## src/rtl/cr16_pkg.sv

```systemverilog
// Shared definitions for the CR16 fetch/decode/execute controller:
// FSM state encoding, instruction field codes, ALU opcodes and the
// immediate-extension helper used by the instruction decoder.
package cr16_pkg;

  // Controller sequencing states
  typedef enum logic [1:0] {
    ST_FETCH  = 2'd0,
    ST_DECODE = 2'd1,
    ST_EXEC   = 2'd2
  } state_t;

  // Immediate extension select codes
  typedef enum logic [1:0] {
    IMM_NONE = 2'd0,   // no immediate, Imm driven as zero
    IMM_SEXT = 2'd1,   // sign-extend imm8
    IMM_ZEXT = 2'd2,   // zero-extend imm8
    IMM_HIGH = 2'd3    // imm8 placed in the upper byte (LUI)
  } imm_sel_t;

  // Primary op field IR[15:12]; 4'h0 selects the register form
  localparam logic [3:0] OP_REG  = 4'h0;
  localparam logic [3:0] OP_ANDI = 4'h1;
  localparam logic [3:0] OP_ORI  = 4'h2;
  localparam logic [3:0] OP_XORI = 4'h3;
  localparam logic [3:0] OP_ADDI = 4'h5;
  localparam logic [3:0] OP_SUBI = 4'h9;
  localparam logic [3:0] OP_CMPI = 4'hB;
  localparam logic [3:0] OP_MOVI = 4'hD;
  localparam logic [3:0] OP_LUI  = 4'hF;

  // Extended op field IR[7:4], meaningful only in the register form
  localparam logic [3:0] EXT_NOP = 4'h0;
  localparam logic [3:0] EXT_AND = 4'h1;
  localparam logic [3:0] EXT_OR  = 4'h2;
  localparam logic [3:0] EXT_XOR = 4'h3;
  localparam logic [3:0] EXT_ADD = 4'h5;
  localparam logic [3:0] EXT_SUB = 4'h9;
  localparam logic [3:0] EXT_CMP = 4'hB;
  localparam logic [3:0] EXT_MOV = 4'hD;

  // ALU operation codes presented to RegFile_Alu
  localparam logic [4:0] ALU_NOP = 5'd0;
  localparam logic [4:0] ALU_AND = 5'd1;
  localparam logic [4:0] ALU_OR  = 5'd2;
  localparam logic [4:0] ALU_XOR = 5'd3;
  localparam logic [4:0] ALU_ADD = 5'd4;
  localparam logic [4:0] ALU_SUB = 5'd5;
  localparam logic [4:0] ALU_CMP = 5'd6;
  localparam logic [4:0] ALU_MOV = 5'd7;
  localparam logic [4:0] ALU_LUI = 5'd8;

  // Builds the 16-bit ALU immediate from the 8-bit instruction field
  function automatic logic [15:0] extend_imm(input imm_sel_t sel, input logic [7:0] imm8);
    logic [15:0] v;
    case (sel)
      IMM_SEXT: v = {{8{imm8[7]}}, imm8};
      IMM_ZEXT: v = {8'h00, imm8};
      IMM_HIGH: v = {imm8, 8'h00};
      default:  v = 16'h0000;
    endcase
    return v;
  endfunction

endpackage

```

## src/rtl/cr16_instr_decoder.sv

```systemverilog
// Purely combinational CR16 instruction decoder. Splits the latched
// instruction word into register indices, ALU opcode, extended immediate,
// operand select, register-write intent and an illegal-encoding flag.
module cr16_instr_decoder
  import cr16_pkg::*;
(
  input  logic [15:0] i_ir,
  output logic [4:0]  o_opcode,
  output logic [15:0] o_imm,
  output logic        o_imm_s,
  output logic [3:0]  o_rdest,
  output logic [3:0]  o_rsrc,
  output logic        o_wr,
  output logic        o_illegal
);

  logic [3:0] w_op;
  logic [3:0] w_ext;
  imm_sel_t   w_imm_sel;

  assign w_op  = i_ir[15:12];
  assign w_ext = i_ir[7:4];

  // Field decode: register form selects the ALU op from ext, immediate form from op
  always_comb begin
    o_opcode  = ALU_NOP;
    o_imm_s   = 1'b0;
    o_rdest   = i_ir[11:8];
    o_rsrc    = 4'h0;
    o_wr      = 1'b0;
    o_illegal = 1'b0;
    w_imm_sel = IMM_NONE;
    if (w_op == OP_REG) begin
      o_rsrc = i_ir[3:0];
      case (w_ext)
        EXT_NOP: o_opcode = ALU_NOP;
        EXT_AND: begin o_opcode = ALU_AND; o_wr = 1'b1; end
        EXT_OR:  begin o_opcode = ALU_OR;  o_wr = 1'b1; end
        EXT_XOR: begin o_opcode = ALU_XOR; o_wr = 1'b1; end
        EXT_ADD: begin o_opcode = ALU_ADD; o_wr = 1'b1; end
        EXT_SUB: begin o_opcode = ALU_SUB; o_wr = 1'b1; end
        EXT_CMP: o_opcode = ALU_CMP;  // compare only updates flags
        EXT_MOV: begin o_opcode = ALU_MOV; o_wr = 1'b1; end
        default: o_illegal = 1'b1;
      endcase
    end else begin
      o_imm_s = 1'b1;
      case (w_op)
        OP_ANDI: begin o_opcode = ALU_AND; o_wr = 1'b1; w_imm_sel = IMM_ZEXT; end
        OP_ORI:  begin o_opcode = ALU_OR;  o_wr = 1'b1; w_imm_sel = IMM_ZEXT; end
        OP_XORI: begin o_opcode = ALU_XOR; o_wr = 1'b1; w_imm_sel = IMM_ZEXT; end
        OP_ADDI: begin o_opcode = ALU_ADD; o_wr = 1'b1; w_imm_sel = IMM_SEXT; end
        OP_SUBI: begin o_opcode = ALU_SUB; o_wr = 1'b1; w_imm_sel = IMM_SEXT; end
        OP_CMPI: begin o_opcode = ALU_CMP; w_imm_sel = IMM_SEXT; end
        OP_MOVI: begin o_opcode = ALU_MOV; o_wr = 1'b1; w_imm_sel = IMM_ZEXT; end
        OP_LUI:  begin o_opcode = ALU_LUI; o_wr = 1'b1; w_imm_sel = IMM_HIGH; end
        default: o_illegal = 1'b1;
      endcase
    end
  end

  assign o_imm = extend_imm(w_imm_sel, i_ir[7:0]);

endmodule

```

## src/rtl/cr16_decode_ctrl.sv

```systemverilog
// CR16 fetch/decode/execute controller. Owns the program counter, the
// instruction register and the FSM, and presents registered decode fields
// plus the register-file write strobe to RegFile_Alu. With zero-wait
// memory one instruction retires every three cycles. En and the PC
// increment are registered on the edge that leaves EXEC, so En is seen in
// the cycle right after the last EXEC cycle while the fields are still held.
module cr16_decode_ctrl
  import cr16_pkg::*;
#(
  parameter int              PC_W     = 8,
  parameter logic [PC_W-1:0] RESET_PC = {PC_W{1'b0}}
)(
  input  logic            Clk,
  input  logic            Rst,
  input  logic [15:0]     InstrData,
  input  logic            InstrValid,
  input  logic            Stall,
  output logic            InstrReq,
  output logic [PC_W-1:0] PC,
  output logic [3:0]      RdestRegLoc,
  output logic [3:0]      RsrcRegLoc,
  output logic [15:0]     Imm,
  output logic            Imm_s,
  output logic [4:0]      OpCode,
  output logic            En,
  output logic            Illegal
);

  localparam logic [PC_W-1:0] PC_ONE = {{(PC_W-1){1'b0}}, 1'b1};

  state_t          r_state;
  logic            r_run;      // low until the first clock after reset release
  logic [PC_W-1:0] r_pc;
  logic [15:0]     r_ir;
  logic [3:0]      r_rdest;
  logic [3:0]      r_rsrc;
  logic [15:0]     r_imm;
  logic            r_imm_s;
  logic [4:0]      r_opcode;
  logic            r_wr;       // current instruction writes the register file
  logic            r_en;
  logic            r_illegal;

  logic [4:0]      w_opcode;
  logic [15:0]     w_imm;
  logic            w_imm_s;
  logic [3:0]      w_rdest;
  logic [3:0]      w_rsrc;
  logic            w_wr;
  logic            w_illegal;

  cr16_instr_decoder u_decoder (
    .i_ir      (r_ir),
    .o_opcode  (w_opcode),
    .o_imm     (w_imm),
    .o_imm_s   (w_imm_s),
    .o_rdest   (w_rdest),
    .o_rsrc    (w_rsrc),
    .o_wr      (w_wr),
    .o_illegal (w_illegal)
  );

  // Sequencer: FSM, PC, IR and all registered decode/strobe outputs
  always_ff @(posedge Clk or posedge Rst) begin
    if (Rst) begin
      r_state   <= ST_FETCH;
      r_run     <= 1'b0;
      r_pc      <= RESET_PC;
      r_ir      <= 16'h0000;
      r_rdest   <= 4'h0;
      r_rsrc    <= 4'h0;
      r_imm     <= 16'h0000;
      r_imm_s   <= 1'b0;
      r_opcode  <= ALU_NOP;
      r_wr      <= 1'b0;
      r_en      <= 1'b0;
      r_illegal <= 1'b0;
    end else begin
      r_run     <= 1'b1;
      r_en      <= 1'b0;
      r_illegal <= 1'b0;
      case (r_state)
        ST_FETCH: begin
          // Data is only accepted while the request is actually visible
          if (InstrValid && r_run) begin
            r_ir    <= InstrData;
            r_state <= ST_DECODE;
          end else begin
            r_state <= ST_FETCH;
          end
        end
        ST_DECODE: begin
          r_rdest   <= w_rdest;
          r_rsrc    <= w_rsrc;
          r_imm     <= w_imm;
          r_imm_s   <= w_imm_s;
          r_opcode  <= w_opcode;
          r_wr      <= w_wr;
          r_illegal <= w_illegal;   // single pulse in the first EXEC cycle
          r_state   <= ST_EXEC;
        end
        ST_EXEC: begin
          if (!Stall) begin
            r_en    <= r_wr;
            r_pc    <= r_pc + PC_ONE;
            r_state <= ST_FETCH;
          end else begin
            r_state <= ST_EXEC;
          end
        end
        default: begin
          r_state <= ST_FETCH;
        end
      endcase
    end
  end

  assign InstrReq    = (r_state == ST_FETCH) && r_run;
  assign PC          = r_pc;
  assign RdestRegLoc = r_rdest;
  assign RsrcRegLoc  = r_rsrc;
  assign Imm         = r_imm;
  assign Imm_s       = r_imm_s;
  assign OpCode      = r_opcode;
  assign En          = r_en;
  assign Illegal     = r_illegal;

endmodule

```

## config.mk

```make
export PLATFORM = sky130hd
export DESIGN_NAME = cr16_decode_ctrl
export DESIGN_NICKNAME = d
export VERILOG_FILES = /design/src/rtl/cr16_pkg.sv /design/src/rtl/cr16_instr_decoder.sv /design/src/rtl/cr16_decode_ctrl.sv
export SDC_FILE = /design/constraint.sdc
export NUM_CORES = 1
export LEC_CHECK = 0
export CORE_MARGIN = 4
export CORE_UTILIZATION = 41
export CTS_BUF_LIST = sky130_fd_sc_hd__clkbuf_4 sky130_fd_sc_hd__clkbuf_8
export DETAILED_ROUTE_END_ITERATION = 7
export GPL_TIMING_DRIVEN = 0
export PLACE_DENSITY = 0.76
export SLEW_MARGIN = 20
export SYNTH_ARGS = -nofsm -noshare
export SYNTH_HDL_FRONTEND = slang
export SYNTH_SLANG_ARGS = --single-unit
export TNS_END_PERCENT = 30
```

## constraint.sdc

```tcl
create_clock -name Clk -period 2.5 [get_ports Clk]
set_input_delay 0.75 -clock Clk [delete_from_list [all_inputs] [get_ports Clk]]
set_output_delay 0.75 -clock Clk [all_outputs]
set_load 0.03 [all_outputs]
```

==> results summary, run 1 <==
The flow ran to the end, and the final reports show no timing, DRC or antenna violations. The type of the setup path with the least slack is reg -> out. The critical path starts at PC[2]. The required arrival time at the worst endpoint is 1750 ps. The kind of cell with the highest combined delay on the critical path is buffers and inverters. The floorplan die height is 88.3 um.

The synthesized design contains 59 register bits. The top fanout value on the critical path is 5. Final hold analysis gives a worst-case slack of 466 ps. Setup repair after global routing left no endpoint under its margin.

The clock period minus final worst setup slack came out at 2210 ps. The horizontal extent of the die came out at 88.3 um. TritonCTS built the clock tree.

The transition time at the pin with the least slew margin came out at 701 ps. The via count of the first global-routing pass came out at 1912. The critical path arrival is 1460 ps. The cell count after synthesis came out at 221. Counting both buffers and inverters, the worst setup path holds a total of 1. The synthesized netlist net count came out at 242. The antenna diode count came out at 0. The count of final max-slew check failures came out at 0. Row generation in the floorplan step produced 29 rows. The average wire per cell in the routed design came out at 15.5 um. The largest buffer count on any clock path is 2. In this run the number of cells on the critical path is 1.

The sequential share of the synthesized area is 0.558. The share of the cycle needed by the critical path after routing is 0.883. Among all flip-flop cells after synthesis, the most frequent one is dfrtp_1. The floorplan core area is 6310 um2. Timing would allow up to 453 MHz. The wire length of the first global-routing pass is 9.54 mm. The worst relative slew slack is 0.532. The post-synthesis cell type count is 46. Before antenna repair, the detailed router went through 4 iterations. The number of clock sinks is 59. The accumulated negative setup slack came out at 0 ps.

Compared with the post-synthesis result, the final layout area differs by 34.6%. During synthesis, Yosys emitted a total of 0 warnings. Each instance of the synthesized netlist takes up on average 12.0 um2. Clock tree synthesis selected as its root buffer the cell clkbuf_8. In this run the power density over the cells is 1020 nW/um2. The first routing iteration left 85 violations. The maximum number of pins on one net before global-route repair is 60. Detailed routing inserted a total of 1939 vias. The final layout contains routed wiring with a total length of 5.80 mm. The worst setup path is launched from a flop. The class of the worst hold path is reg -> reg.

The worst-case IR drop observed on VDD is 0.555 mV. In this run the register-to-register setup slack is 900 ps. The mapped netlist covers 2650 um2. Counting cells, the worst reg-to-reg path comes to 4.

After detailed routing, the number of vias per cell comes to 5.20. The number of setup buffers added after CTS is 0. The critical path goes through clkdlybuf4s50_1. The setup-violating endpoint count in the final report came out at 0. At the end of routability-driven placement, the weighted congestion stood at 0.803.

For this design the top-level I/O count stands at 61. The total track usage is 0.160. Hold repair after CTS inserted 0 buffers. The post-route core utilization is 0.564.

The number of buffer cells added on primary ports came out at 59. The static leakage power came out at 1.52 nW. The slowest stage of the critical path is the clkdlybuf4s50_1 cell. The post-detailed-route DRC marker count came out at 0. The number of enable flip-flop cells after synthesis came out at 0. For this run, the post-layout net count is 312. The full die area is 7800 um2.

The clock tree skew after final layout came out at 7.58 ps. CTS built an H-tree with a depth of 3. The tool flagged a number of max-cap violations equal to 0. In this run the critical register-to-register path is captured at r_ir[1]. The final hold violation count was 0.

The worst setup path is captured at an output pin. The startpoint of the lowest-slack register-to-register path is r_state[1]. Clock-pin slew was measured on the worst setup and hold paths at 70 ps. The share of flip-flops with an asynchronous set or reset after synthesis came out at 1.00. In the final layout, the share of cells above drive strength 1 is 0.196. The number of antenna violations at the first check in global routing came out at 0. The clock buffer count from CTS is 9. The global-route congestion overflow total came out at 0. The worst setup path endpoint is PC[2]. For this configuration, the core starts out at a cell density of 0.419. The latest clock arrival within the worst-skew pair came out at 330 ps. On the worst path, the slowest cell contributes a delay of 700 ps. The residual antenna-violating net count after detailed routing came out at 0. The placed wire-length estimate is 4.15 mm. Gates resized during post-CTS repair numbered 1.
-- cells in the mapped netlist (all sizes together) (3+ instances only) --
cell | number | area [um2]
buf | 15 | 97.6
a31oi | 3 | 18.8
mux2 | 15 | 169
inv | 3 | 11.3
nor2b | 5 | 31.3
dfrtp | 59 | 1480
o21ai | 6 | 30.0
nor3b | 4 | 40.0
nor2 | 8 | 30.0
a22oi | 14 | 110
nand4 | 4 | 25.0
and2b | 3 | 23.8
nand2 | 29 | 109
and3b | 3 | 27.5
a22o | 12 | 105
xnor2 | 7 | 61.3
-- per-stage QoR --
| step | instances | total power [W] | area [um2] | setup WS (ps) |
|---|---|---|---|---|
| 3_5_place_dp | 357 | 0.00269 | 3330 | 109 |
| 6_report | 373 | 0.00363 | 3560 | 293 |
| 2_1_floorplan | 221 | 0.00218 | 2650 | 294 |
| 4_1_cts | 373 | 0.00366 | 3560 | 276 |
| 5_1_grt | 373 | 0.00383 | 3560 | 234 |
| 3_3_place_gp | 357 | 0.00265 | 3330 | -715 |
-- power by group --
part / switching, W / internal [W] / leakage [nW]
clock: 0.000379 / 0.000588 / 0.108
combinational: 0.000701 / 0.000574 / 0.660
sequential: 0.000192 / 0.00119 / 0.751
-- per-layer routing --
layer	global-route usage	wire length [um]
met1	0.212	2600
met2	0.258	2880
met3	0.0372	236
met4	0.0604	88
met5	0	0
-- kinds of logic (layout without fill, tap and decap cells) --
kind of cell,Yosys count,count (layout),share of synthesized area
AOI/OAI and AO/OA,49,49,0.154
xor gates and xnor gates,8,8,0.0265
muxes,15,15,0.0639
buffers and inverters,19,94,0.0426
other,2,2,0.00284
adders and majority gates,1,1,0.00473
DFF,59,59,0.558
and+or+nand+nor,68,68,0.147
-- area by class of cell --
type / instances / area, um2
well taps: 77 / 96.3
multi-input cells: 143 / 1060
clock inverters: 6 / 88.8
inverters: 3 / 13.8
flip-flops and latches: 59 / 1480
repair buffers: 59 / 589
fillers: 573 / 2750
clock buffers: 10 / 138
plain buffers: 16 / 101
-- flip-flops by register name, indices dropped and copies added, names as in the netlist, 2 cells and up --
register	cells
r_ir	16
Imm	16
RsrcRegLoc	4
RdestRegLoc	4
OpCode	4
PC	8
r_state	2
-- worst min-delay path by stage --
stage,cells after the start,endpoint,start,slack (ps)
after floorplan,2,RdestRegLoc[0],r_ir[8],430
final,2,RdestRegLoc[2],r_ir[10],470
after detailed placement,2,RdestRegLoc[1],r_ir[9],460
after global placement,2,RdestRegLoc[2],r_ir[10],440
after global routing,2,RdestRegLoc[2],r_ir[10],490
after CTS,2,RdestRegLoc[1],r_ir[9],470
-- layout by cell type, fill, tap and decap left out, drive strengths merged, types with 4 or more instances in the layout --
cell type	instances
dfrtp	59
clkdlybuf4s50	58
nand2	29
mux2	15
buf	15
a22oi	14
a22o	12
clkbuf	11
nor2	8
xnor2	7
o21ai	6
nor2b	5
nand4	4
nor3b	4
Note: power is estimated with default switching activity, not from simulation.
==> run 2: changes to the inputs <==
CAP_MARGIN = 20   (was not set)
==> results of run 2 <==
No change in the layout: final DEF, timing and power equal those of run 1.
==> run 3: changes to the inputs <==
CORE_MARGIN = not set   (was 4)
CTS_CLUSTER_SIZE = 25   (was not set)
==> run 3 against run 2 <==
Effect of this change:
- total power shrank 1.5%
- clock skew fell by 0.77 ps
- worst hold slack improved by 5.6 ps
- combinational power about the same
- cell area decreased by 0.35%
- setup slack got worse by 7.9 ps
- maximum frequency down 0.36%
- wire length shrank 3.2%
- global-route usage increased by 2.4 points
- final cell count decreased by 0.54%
==> results summary, run 3 (synthesized netlist as in run 1, its figures left out) <==
The endpoint identified for the worst register-to-register timing path is r_ir[2]. The floorplan has 28 rows. The share of the cycle needed by the critical path after routing came out at 0.886. The number of fill cells in the layout came out at 503. The average wire per cell in the routed design came out at 15.1 um.

The count of cells along the worst register-to-register path is 4. The latest clock arrival within the worst-skew pair is 340 ps. The class of the worst hold path is reg -> reg.

The proportion of layout cells with a drive suffix above 1 came out at 0.196. The post-place instance area is 3330 um2. The net total in the final layout is 312. In this run the number of H-tree levels came out at 3. The worst setup path is captured at an output pin.

The required arrival time at the worst endpoint came out at 1750 ps. Summed over all failing endpoints, the final setup total negative slack is 0 ps. The number of antenna violations at the first check in global routing came to 0. The maximum number of pins on one net before global-route repair is 60. Power spread over the standard cell area amounts to 1010 nW/um2. The final hold violation count came out at 0. The critical path in this run is classified as reg -> out. The number of buffers and inverters on the critical path is 1. The residual antenna-violating net count after detailed routing came out at 0. The met1 track demand over resource in global routing is 0.245.

The routability-driven placement congestion ratio is 0.830. The floorplan core area came out at 6060 um2. The top cell types in the final layout, fill and taps aside, are dfrtp_1, clkdlybuf4s50_1, nand2_1, mux2_2, a22oi_1.

The most common library cell in the layout ignoring fill and taps is dfrtp_1. For this run, the total global-route usage over all layers was measured as 0.184. The layer flagged by global routing as most heavily used is met2. The total vias in the final route is 1912.

The number of violations reported at the end of detailed-routing iteration 0 is 104. CTS saw 59 sinks. The post-detailed-route DRC marker count came out at 0. For the worst setup path, the data arrival time is 1460 ps. The largest individual stage delay along the critical path comes from the cell clkdlybuf4s50_1.

The highest clock frequency the design can meet came out at 451 MHz. The delay of the slowest critical-path stage came out at 700 ps. The worst hold slack came out at 472 ps.

The area added between synthesis and finish is 34.1%. During I/O placement, the number of pins put on the boundary was 61. The clock slew at the register clock pins of the worst setup and hold paths is 60 ps. The register-to-register path setup slack came out at 880 ps. The full die area came out at 6780 um2. The post-layout total power is 0.00357 W.

The clock tree skew after final layout is 6.82 ps. The count of final max-slew check failures is 0. The startpoint identified for the worst register-to-register timing path is r_state[0]. The worst hold path depth came out at 2. The setup-violating endpoint count in the final report is 0.

Across the run, the number of max-cap violations was 0. The effective utilization at floorplan came out at 0.436. In this run the most critical hold path is launched from r_ir[10]. The via count normalized by instance count is 5.15.

The largest buffer count on any clock path came out at 2. CTS placed an instance of clkbuf_8 at the clock tree root. The post-route core utilization is 0.585.

The flow ran to the end, and the final reports show no timing, DRC or antenna violations. The antenna diode count came out at 0. The transition time at the pin with the least slew margin is 713 ps. The final instance area is 3550 um2. Setup repair after global routing left no endpoint under its margin. The number of hold-repair buffers added at the cts stage is 0. Walking the worst path, the cells encountered are clkdlybuf4s50_1. The number of buffer cells added on primary ports came out at 59. Measured along the x axis, the die boundary spans 82.3 um.

The top fanout value on the critical path came out at 5. The element type at the critical path start is a flop. The met2 usage in global routing is 0.274. The maximum ir drop on the vdd rail is 0.457 mV. The detailed-route wire length came out at 5.61 mm. TritonCTS built the clock tree.

The floorplan die height is 82.3 um. The worst hold path terminates at RdestRegLoc[2]. The wire length of the first global-routing pass came out at 8.95 mm. The placed wire-length estimate came out at 3.88 mm.

Among cell families on the critical path, the largest total delay comes from buffers and inverters. Headroom to the max-slew limit came out at 0.525. The static leakage power is 1.53 nW. The via count of the first global-routing pass is 1821. The global routing met3 resource utilization came out at 0.0527. The clock buffer count from CTS is 9. For this run the aggregate overflow at the end of global routing stands at 0.

The first TritonRoute pass finished after 4 iterations. The clock period minus final worst setup slack is 2210 ps.
run 3: worst max path at each step:
stage / startpoint / end / slack (ps) / cells past startpoint
global route: PC[2] / PC[2] / 220 / 1
CTS: r_state[0] / InstrReq / 2 / 2
detailed placement: InstrValid / r_ir[4] / 130 / 5
global placement: Rst / r_ir[14] / -720 / 2
floorplan: Rst / En / 290 / 1
finish: PC[2] / PC[2] / 290 / 1
run 3: routing by layer:
metal  vias to the layer above  routed length, um  part of all wire
li1                        928                  -                 -
met1                       935               2590              0.46
met2                        44               2750              0.49
met3                         5                213             0.038
met4                         0                 66             0.012
met5                         -                  0                 0
run 3: where the power goes:
group / internal, W / switching, W
clock network: 0.000538 / 0.000376
logic: 0.000576 / 0.000694
registers: 0.00119 / 0.000196
total: 0.00231 / 0.00127
run 3: area by class of cell:
cell class | count | area (um2) | area share
tap | 75 | 93.8 | 0.0265
clock buffer | 12 | 165 | 0.0466
sequential | 59 | 1480 | 0.416
timing repair buffer | 59 | 593 | 0.167
multi-input combinational | 143 | 1060 | 0.298
buffer | 16 | 101 | 0.0286
inverter | 3 | 13.8 | 0.00388
clock inverter | 4 | 47.5 | 0.0134
run 3: metrics by stage:
step                      cells  setup WS [ps]
after global routing        371            223
after CTS                   371           1.82
final                       371            285
after floorplan             221            294
after detailed placement    355            134
after global placement      355           -722
run 3: repair_timing:
item                                   CTS  global route
endpoints found under the hold margin    0             0
setup buffers                            0             0
setup endpoints to repair                0             1
resized for setup                        0             1
